--- src/rtl/ahb_mtx_dec_param.sv ---
// AHB bus-matrix input-stage decoder with per-port region compare, a data-phase return mux and a built-in ERROR default slave.
// Optional: define DEC_ERR_CAPTURE_EN to add err_addr/err_count capture of unmapped accesses.

module ahb_mtx_dec_region (
   input  logic [21:0] addr,
   input  logic [21:0] base,
   input  logic [21:0] limit,
   input  logic        en,
   output logic        hit
);
   assign hit = en & (addr >= base) & (addr <= limit);
endmodule

module ahb_mtx_dec_param #(
   parameter int                      NUM_PORTS    = 4,
   parameter int                      DATA_W       = 32,
   parameter int                      USER_W       = 32,
   parameter logic [22*NUM_PORTS-1:0] REGION_BASE  = {NUM_PORTS{22'h0}},
   parameter logic [22*NUM_PORTS-1:0] REGION_LIMIT = {NUM_PORTS{22'h0}},
   parameter logic [NUM_PORTS-1:0]    REGION_EN    = {NUM_PORTS{1'b1}}
) (
   input  logic                        HCLK,
   input  logic                        HRESET,
   input  logic                        HREADYS,
   input  logic                        sel_dec,
   input  logic [21:0]                 decode_addr_dec,
   input  logic [1:0]                  trans_dec,
   input  logic [NUM_PORTS-1:0]        active_in,
   input  logic [NUM_PORTS-1:0]        readyout_in,
   input  logic [2*NUM_PORTS-1:0]      resp_in,
   input  logic [DATA_W*NUM_PORTS-1:0] rdata_in,
   input  logic [USER_W*NUM_PORTS-1:0] ruser_in,
   output logic [NUM_PORTS-1:0]        sel_out,
   output logic                        active_dec,
   output logic                        HREADYOUTS,
   output logic [1:0]                  HRESPS,
   output logic [DATA_W-1:0]           HRDATAS,
   output logic [USER_W-1:0]           HRUSERS
`ifdef DEC_ERR_CAPTURE_EN
   ,
   output logic [21:0]                 err_addr,
   output logic [7:0]                  err_count
`endif
);

   localparam int PW = (NUM_PORTS > 1) ? $clog2(NUM_PORTS) : 1;

   localparam logic [1:0] ST_IDLE = 2'd0;
   localparam logic [1:0] ST_ERR1 = 2'd1;
   localparam logic [1:0] ST_ERR2 = 2'd2;

   logic [NUM_PORTS-1:0] hit;
   logic [PW-1:0]        hit_port, addr_port, dp_port;
   logic                 hit_any, sticky, addr_def, dp_def, def_access;
   logic [1:0]           state, state_nxt;

   genvar g;
   generate
      for (g = 0; g < NUM_PORTS; g++) begin : g_rgn
         ahb_mtx_dec_region u_rgn (
            .addr  (decode_addr_dec),
            .base  (REGION_BASE[22*g +: 22]),
            .limit (REGION_LIMIT[22*g +: 22]),
            .en    (REGION_EN[g]),
            .hit   (hit[g])
         );
      end
   endgenerate

   // Scan downward so the lowest matching index is the last one written.
   always_comb begin
      hit_port = '0;
      hit_any  = 1'b0;
      for (int i = NUM_PORTS-1; i >= 0; i--) begin
         if (hit[i]) begin
            hit_port = PW'(i);
            hit_any  = 1'b1;
         end
      end
   end

   // IDLE transfers stay on the current data port so a locked burst cannot be split.
   assign sticky     = !dp_def && (trans_dec == 2'b00);
   assign addr_port  = sticky ? dp_port : hit_port;
   assign addr_def   = !sticky && !hit_any;
   assign def_access = HREADYS & sel_dec & addr_def & trans_dec[1];

   always_comb begin
      sel_out = '0;
      if (sel_dec && !addr_def)
         sel_out[addr_port] = 1'b1;
   end

   assign active_dec = addr_def ? 1'b1 : active_in[addr_port];

   always_ff @(posedge HCLK) begin
      if (HRESET) begin
         dp_def  <= 1'b1;
         dp_port <= '0;
         state   <= ST_IDLE;
      end else begin
         if (HREADYS) begin
            dp_def  <= addr_def;
            dp_port <= addr_port;
         end
         state <= state_nxt;
      end
   end

   always_comb begin
      state_nxt = ST_IDLE;
      case (state)
         ST_IDLE: state_nxt = def_access ? ST_ERR1 : ST_IDLE;
         ST_ERR1: state_nxt = ST_ERR2;
         ST_ERR2: state_nxt = def_access ? ST_ERR1 : ST_IDLE;
         default: state_nxt = ST_IDLE;
      endcase
   end

   always_comb begin
      HREADYOUTS = 1'b1;
      HRESPS     = 2'b00;
      HRDATAS    = '0;
      HRUSERS    = '0;
      if (dp_def) begin
         HREADYOUTS = (state != ST_ERR1);
         HRESPS     = (state == ST_IDLE) ? 2'b00 : 2'b01;
      end else begin
         HREADYOUTS = readyout_in[dp_port];
         HRESPS     = resp_in[2*dp_port +: 2];
         HRDATAS    = rdata_in[DATA_W*dp_port +: DATA_W];
         HRUSERS    = ruser_in[USER_W*dp_port +: USER_W];
      end
   end

`ifdef DEC_ERR_CAPTURE_EN
   always_ff @(posedge HCLK) begin
      if (HRESET) begin
         err_addr  <= '0;
         err_count <= '0;
      end else if (def_access && (state != ST_ERR1)) begin
         err_addr <= decode_addr_dec;
         if (err_count != 8'hFF)
            err_count <= err_count + 8'd1;
      end
   end
`endif

endmodule
--- config.mk ---
export PLATFORM = sky130hd
export DESIGN_NAME = ahb_mtx_dec_param
export DESIGN_NICKNAME = d
export VERILOG_FILES = /design/src/rtl/ahb_mtx_dec_param.sv
export SDC_FILE = /design/constraint.sdc
export NUM_CORES = 1
export LEC_CHECK = 0
export BUFFER_PORTS_ARGS = -buffer_cell sky130_fd_sc_hd__buf_2
export CAP_MARGIN = 20
export CELL_PAD_IN_SITES_DETAIL_PLACEMENT = 1
export CELL_PAD_IN_SITES_GLOBAL_PLACEMENT = 2
export CORE_AREA = 2 2 143 145
export DETAILED_ROUTE_END_ITERATION = 8
export DIE_AREA = 0 0 145 147
export PLACE_DENSITY = 0.8
export REMOVE_ABC_BUFFERS = 1
export SKIP_CTS_REPAIR_TIMING = 1
export SLEW_MARGIN = 0
export SYNTH_ARGS = -nofsm -noshare
export SYNTH_HDL_FRONTEND = slang
export SYNTH_SLANG_ARGS = --single-unit
export TNS_END_PERCENT = 30
--- constraint.sdc ---
create_clock -name HCLK -period 2.3 [get_ports HCLK]
set_input_delay 0.46 -clock HCLK [delete_from_list [all_inputs] [get_ports HCLK]]
set_output_delay 0.46 -clock HCLK [all_outputs]
set_load 0.05 [all_outputs]
* Word-level counts from Yosys, hierarchy flattened
Cells that the tools add are included.
Storage, ports and cells: register bits 5
Operators by class: $lt $le $gt $ge 5, equal/unequal tests 3, shift-type cells 3, multiplexer cells 17, bitwise gates (word level) 4, reductions and logical operators 11
Operators with widths (count):
- $shiftx 128x8->32 | 2
- $mux 32 | 2
- $ge 22x1->1 const B | 1
- $le 22x1->1 const B | 1
- $mux 1 | 8
- $shiftx 8x4->2 | 1
- $lt 2x3->1 const B | 2
- $and 1x1->1 | 4
- $bmux 1 s2 | 2
- $logic_and 1x1->1 | 4
- $logic_not 1->1 | 4
- $logic_not 2->1 | 2
- $mux 2 | 2
- $mux 4 | 1
- $pmux 2 s2 | 1
- $demux 1 s2 | 1
- $eq 2x1->1 const B | 1
- $eq 2x2->1 const B | 1
- $ge 2x1->1 const B | 1
- $ne 2x1->1 const B | 1
- $reduce_or 2->1 | 1

* Depth between registers and ports, before layout
Gate-level depths: netlist of the first run.
depth after elaboration 9, gate-level depth with buffers 6, depth with buffers taken out 4

* Modules after synthesis
From an unflattened synthesis of the first run, not the netlist that was laid out.
Second synthesis, totals: cell total of the unflattened synthesis 836, area total of the unflattened synthesis 6867.8 um^2
By module, submodules not included:
- ahb_mtx_dec_region | instances 4, cells each 156, area each 1106.1 um^2
- ahb_mtx_dec_param | instances 1, cells each 212, area each 2443.6 um^2

* Least setup slack after synthesis of the first run
No wires, ideal clock.
path type input port to output port, start input port trans_dec[1], end output port sel_out[1], data arrival time 1.895 ns, slack -0.055 ns, stages on the path 3, cell sequence nor3_1 -> nand2_1 -> nor3_1
Between the ends: longest elaborated chain between the ends 8, elaborated cells between the ends (all ways) 13, classes of those cells 2 x order compare; 4 x mux; 7 x reduce/logical
Ends and longest elaborated chain:
- start, declared | line 27 | input logic [1:0] trans_dec,
- $logic_not 2->1 (*) | line 83 | assign sticky = !dp_def && (trans_dec == 2'b00);
- $logic_and 1x1->1 (*) | line 83
- $mux 2 | line 84 | assign addr_port = sticky ? dp_port : hit_port;
- $lt 2x3->1 (implied by the code) or $ge 2x1->1 (tied branches) | line 91 | sel_out[addr_port] = 1'b1;
- $logic_and 1x1->1 (implied by the code) | line 91
- $mux 1 (implied by the code) | line 91
- $demux 1 s2 | line 91
- $mux 4 (*) | line 90 | if (sel_dec && !addr_def)
- end, declared | line 33 | output logic [NUM_PORTS-1:0] sel_out,
Every way passes the cells marked *; elsewhere a longest branch is shown, timed or not.

* Worst setup path in the final report of the first run
start register dp_port[0], end output port HRDATAS[2]
Between the ends: longest elaborated chain between the ends 2
Ends and longest elaborated chain:
- start, declared | line 53 | logic [PW-1:0] hit_port, addr_port, dp_port;
- start signal, assigned | line 104 | dp_port <= addr_port;
- $shiftx 128x8->32 | line 131 | HRDATAS = rdata_in[DATA_W*dp_port +: DATA_W];
- $mux 32 | line 125 | if (dp_def) begin
- end, declared | line 37 | output logic [DATA_W-1:0] HRDATAS,
Every way passes these cells.

==> results of run 1 <==
through the flow:
step | util [%] | hold WS [ns] | setup slack [ns]
floorplan | - | 0.418 | -2.57
global placement | 23.2 | 0.442 | 0.0261
detailed placement | 23.2 | 0.449 | 0.00586
CTS | 23.6 | 0.454 | -0.0182
global route | 24.9 | 0.481 | -0.0288
finish | 24.9 | 0.448 | 0.0375
logic make-up (layout without fill, tap and decap cells):
family	count (synthesis)	in the layout	synth area share, %
flip-flops	5	5	4.12
AO/OA/AOI/OAI	10	10	2.37
multiplexers	68	68	62.5
buffers and inverters	29	398	7.57
AND/OR/NAND/NOR	91	91	23.4
layout by cell type (no fill, tap or decap), types with 2 or more instances in the layout:
| cell type | synthesis | layout |
|---|---|---|
| buf_2 | 9 | 361 |
| mux4_2 | 67 | 67 |
| nor2b_1 | 65 | 65 |
| buf_4 | 1 | 13 |
| clkbuf_16 | 0 | 8 |
| nor2_1 | 7 | 6 |
| buf_12 | 0 | 6 |
| a21oi_1 | 5 | 5 |
| inv_1 | 4 | 4 |
| nor3_1 | 3 | 3 |
| nor4_1 | 4 | 3 |
| nand2_1 | 2 | 2 |
| a31oi_1 | 2 | 2 |
| and2_1 | 2 | 2 |
| dfxtp_4 | 0 | 2 |
| clkbuf_4 | 0 | 2 |
| buf_16 | 0 | 2 |
| dfxtp_1 | 5 | 2 |
report_power, final:
part / total (mW) / switching, mW / internal [mW]
sequential: 0.0885 / 0.00161 / 0.0869
clock: 0.286 / 0.0563 / 0.230
combinational: 0.629 / 0.309 / 0.319
routing by layer:
metal,up-vias,wire (um),track usage [%]
met1,1700,6460,18.0
met2,173,7820,21.9
met5,-,0,0
li1,1562,-,-
met3,6,1390,3.63
met4,0,48,0.842
how the worst max path moves through the flow:
stage	start	endpoint	slack, ns	cells past startpoint
after detailed placement	decode_addr_dec[1]	sel_out[0]	0.006	6
after global routing	dp_port[0]	HRDATAS[12]	-0.03	5
after global placement	decode_addr_dec[1]	sel_out[0]	0.03	6
final	dp_port[0]	HRDATAS[2]	0.04	5
after CTS	dp_port[0]	HRDATAS[0]	-0.02	4
after floorplan	dp_port[0]	HREADYOUTS	-2.57	3
area by class of cell:
cell class | count | area, um2
clock buffers | 4 | 78.8
fillers | 2404 | 14900
inverters | 4 | 15.0
multi-input cells | 169 | 2160
flip-flops and latches | 5 | 109
well taps | 270 | 338
repair buffers | 390 | 2230
state kept, by name, indices dropped and copies added (netlist names):
signal / count
dp_port: 2
state: 2
dp_def: 1
critical path, cell delays in order (launching register included):
cell       delay, ns
dfxtp_4         0.38
buf_4           0.13
clkbuf_16       0.18
mux4_2          0.51
nor2b_1         0.14
buf_2           0.22
==> flow_summary_export.csv, run 1 <==
group,metric,value,unit
timing,min_period_over_period,98.4,%
critical_path,rr_worst_depth,3,
global_routing,grt_pass1_vias,3620,
timing,tightest_slew,0.476,ns
floorplanning,fp.dieArea,21300,um2
clocking,cts_tree,"yes",
routing,dr.first_iter.drc_count,250,
routing,drcViolationCount,0,
global_routing,grt_first_pass_wirelength,21800,um
floorplanning,ioPinCount,372,
timing,finalSetupViolCount,0,
synthesis,ys_seq_area_share,4.12,%
layout,final_nets,873,
global_routing,grt_max_degree,42,
placement,postPlaceCellArea,4610,um2
timing,rsz0062_at_grt,"yes",
layout,syn_to_final_growth,103,%
critical_path,crit_type,"flop to output port",
synthesis,syn_inst,203,
synthesis,synth_top_area_cell,"mux4_2",
synthesis,avgSynthCellArea,12.0,um2
synthesis,ys_seq_elements,5,
min_path,hold_path.class,"flop to flop",
routing,final_antenna_net_count,0,
min_path,hold_end,"state[1]",
floorplanning,fp-row-count,52,
timing,skew,0.000358,ns
global_routing,track_usage,13.2,%
job,cap_violations,0,
timing,clock.fmax,442,MHz
synthesis,yosys_warnings,0,
critical_path,worstPathRequired,1.84,ns
synthesis,synth_area_leaders,"mux4_2 62%, nor2b_1 17%, dfxtp_1 4.1%, buf_6 3.7%, buf_2 1.9%",
placement,place_hpwl,13200,um
layout,final_cells,842,
critical_path,critPathCaptureType,"output port",
critical_path,reg2reg_to,"dp_port[0]",
pwr,total_power,1.00,mW
routing,vias_per_cell,4.09,
timing,slew_viol_final,0,
pwr,ir_drop,0.263,mV
synthesis,ys_types,27,
floorplanning,die_h,147,um
clocking,clockBufferDepth,2,
placement,gp_congestion,0.823,
floorplanning,die_x,145,um
routing,wl,15700,um
critical_path,r2r_start,"dp_def",
floorplanning,initial_core_util,12.2,%
clocking,cts_sinks,5,
floorplanning,coreArea,19800,um2
layout,finalInstanceArea,4930,um2
min_path,holdCritStartpoint,"state[1]",
critical_path,cp_data_arrival_time,1.80,ns
timing,setup_tns,0,ns
global_routing,grt_overflow,0,
clocking,htree_levels,1,
critical_path,cp-start-kind,"flop",
timing,slew_headroom,68.2,%
synthesis,ys.flop_type,"dfxtp_1",
critical_path,critPathMaxFanout,15,
run_status,outcome,"finished clean",
clocking,clock_latency,0.23,ns
pwr,power_leakage,2.31,nW
layout,antennaDiodeCount,0,
synthesis,async_flop_share,0,%
critical_path,regToRegSetupSlack,1.14,ns
synthesis,synth_edf_count,0,
clocking,cts_buffers,3,
placement,numPortBuffers,371,
min_path,min_path_cells,1,
synthesis,synth_top_area_share,62.1,%
clocking,cts_root_buffer,"clkbuf_16",
timing,hold_viol,0,
routing,vias,3441,
synthesis,syn-cell-area,2430,um2
routing,avgRoutedWirePerCell,18.7,um
global_routing,antenna_found_initial,0,
layout,drive_above_1_share,81.8,%
timing,period_needed,2.26,ns
synthesis,yosysMostFrequentCell,"mux4_2",
routing,first_pass_iters,4,
clocking,path_clk_slew,0.03,ns
placement,placedCellCount,828,
pwr,power_density,203,nW/um2
synthesis,synthTopCellsByCount,"67 x mux4_2, 65 x nor2b_1, 9 x buf_2, 8 x buf_6",
Note: power is estimated with default switching activity, not from simulation.
==> run 2: changes to the inputs <==
- ABC_AREA: default -> 1
- CORE_AREA: 2 2 143 145 -> default
- CORE_MARGIN: default -> 2
- CORE_UTILIZATION: default -> 11
- DIE_AREA: 0 0 145 147 -> default
- PLACE_DENSITY: 0.8 -> 0.85
==> flow_summary_export.csv, run 2 <==
group,metric,value,unit
layout,syn_to_final_growth,80.9,%
pwr,ir_drop,0.182,mV
floorplanning,die_x,161,um
routing,first_pass_iters,4,
placement,gp_congestion,0.801,
synthesis,synth_top_area_cell,"nor2_1",
layout,final_cell_mix,"370 x buf_2, 286 x nor2_1, 135 x o21ai_0",
min_path,hold_path.class,"flop to flop",
layout,top_regs,"dp_port (2), state (2), dp_def (1)",
routing,vias_per_cell,4.12,
routing,wl_met3,1230,um
timing,hold_viol,0,
layout,final_nets,1224,
critical_path,critPathCaptureType,"output port",
floorplanning,fp.dieArea,25800,um2
routing,dr.max_layer_used,"met4",
placement,placedCellCount,1243,
placement,place_hpwl,13400,um
timing,fin_hold_ws,0.439,ns
min_path,holdCritStartpoint,"state[1]",
floorplanning,fp-row-count,57,
placement,pre_cts_ws,0.261,ns
job,cap_violations,0,
placement,numPortBuffers,371,
critical_path,cp_data_arrival_time,1.71,ns
pwr,intPower,0.584,mW
routing,routedLengthMet1,6950,um
synthesis,syn_inst,590,
timing,finalSetupViolCount,0,
timing,slew_viol_final,0,
clocking,path_clk_slew,0.03,ns
pwr,pwr-share-clk,29.3,%
routing,drcViolationCount,0,
timing,clock.fmax,461,MHz
clocking,clockBufferDepth,2,
global_routing,antenna_found_initial,0,
global_routing,grt_pass1_vias,5259,
critical_path,critPathMaxFanout,71,
pwr,power_leakage,2.66,nW
synthesis,yosys_warnings,0,
clocking,cts_root_buffer,"clkbuf_16",
routing,wl,16800,um
synthesis,synth_edf_count,0,
clocking,cts_sinks,5,
layout,post-route-util,20.2,%
layout,finalInstanceArea,4880,um2
pwr,total_power,0.990,mW
critical_path,worstPathRequired,1.84,ns
global_routing,grt_first_pass_wirelength,26200,um
floorplanning,initial_core_util,11.2,%
timing,skew,0.000394,ns
pwr,p_sw,0.406,mW
timing,rsz0062_at_grt,"yes",
min_path,min_path_cells,1,
synthesis,synth_top_area_share,39.8,%
pwr,p_seq_share,9.0,%
timing,slew_headroom,65.9,%
routing,avgRoutedWirePerCell,13.5,um
timing,min_period_over_period,94.3,%
layout,final_cells,1247,
global_routing,grt_overflow,0,
clocking,cts_buffers,3,
routing,final_antenna_net_count,0,
synthesis,yosysMostFrequentCell,"nor2_1",
pwr,switching_share,41.0,%
timing,layout_setup_ws,0.131,ns
floorplanning,ioPinCount,372,
global_routing,track_usage,12.1,%
clocking,cts_tree,"yes",
routing,met2WireLength,8440,um
layout,layout_commonest_cell,"buf_2",
synthesis,syn-cell-area,2700,um2
synthesis,synthTopCellsByCount,"286 x nor2_1, 135 x o21ai_0, 66 x a21oi_1, 22 x nand2_1, 21 x clkbuf_1",
floorplanning,coreArea,24200,um2
timing,setup_tns,0,ns
clocking,htree_levels,1,
pwr,combPwrFrac,61.7,%
layout,fillCellCount,3318,
synthesis,ys_types,19,
placement,postPlaceCellArea,4800,um2
global_routing,grt_max_degree,72,
synthesis,async_flop_share,0,%
synthesis,ys.flop_type,"dfxtp_1",
floorplanning,die_h,161,um
synthesis,avgSynthCellArea,4.57,um2
routing,dr.first_iter.drc_count,219,
critical_path,crit_type,"flop to output port",
clocking,clock_latency,0.23,ns
layout,drive_above_1_share,42.5,%
critical_path,rr_worst_depth,6,
min_path,hold_end,"state[1]",
synthesis,ys_seq_area_share,3.71,%
synthesis,synth_area_leaders,"nor2_1 40%, o21ai_0 25%, a21oi_1 12%, buf_6 5.4%, dfxtp_1 3.7%",
critical_path,r2r_start,"dp_def",
routing,vias,5134,
layout,antennaDiodeCount,0,
timing,period_needed,2.17,ns
timing,tightest_slew,0.512,ns
synthesis,ys_seq_elements,5,
critical_path,cp-start-kind,"flop",
critical_path,regToRegSetupSlack,1.15,ns
critical_path,reg2reg_to,"state[0]",
pwr,power_density,203,nW/um2
run_status,outcome,"finished clean",
run 2: final cells by class:
cell class | instances | area, um2 | share of cell area, %
tap | 324 | 405 | 8.31
inverter | 10 | 38.8 | 0.795
sequential | 5 | 106 | 2.18
multi-input combinational | 522 | 2230 | 45.8
clock buffer | 4 | 78.8 | 1.61
timing repair buffer | 382 | 2020 | 41.3
run 2: layer usage:
metal / vias up / track usage, %
met5: - / 0
met1: 2313 / 14.3
li1: 2592 / -
met2: 211 / 23.0
met4: 0 / 2.13
met3: 18 / 2.04
run 2: worst max-delay path by stage:
stage | startpoint | to | slack (ns) | cells after the start
after CTS | dp_port[0] | HRDATAS[0] | 0.1 | 6
after global routing | dp_port[0] | HRDATAS[24] | -0.007 | 6
after global placement | decode_addr_dec[8] | sel_out[0] | 0.29 | 8
after floorplan | dp_port[0] | active_dec | -2.96 | 6
final | dp_port[0] | HRUSERS[10] | 0.13 | 6
after detailed placement | decode_addr_dec[8] | sel_out[0] | 0.26 | 8
run 2: cells by family (layout without fill, tap and decap cells):
family / Yosys count / count (layout) / synth area share [%]
simple gates: 319 / 319 / 45.1
buf+inv: 63 / 396 / 13.5
flops: 5 / 5 / 3.71
compound gates: 203 / 203 / 37.7
run 2: critical path, cell delays in order (launching register included):
cell and delay, ns:
dfxtp_4 0.37, buf_12 0.27, nor2_1 0.09, nor2_1 0.12
o21ai_0 0.10, a21oi_1 0.17, buf_2 0.29
run 2: power by group through the flow:
stage	logic (mW)	clock network [mW]	registers, mW
floorplan	0.276	0	0.103
global placement	0.605	0	0.0905
global route	0.676	0.303	0.0897
finish	0.611	0.290	0.0894
CTS	0.616	0.296	0.0894
detailed placement	0.614	0	0.0906
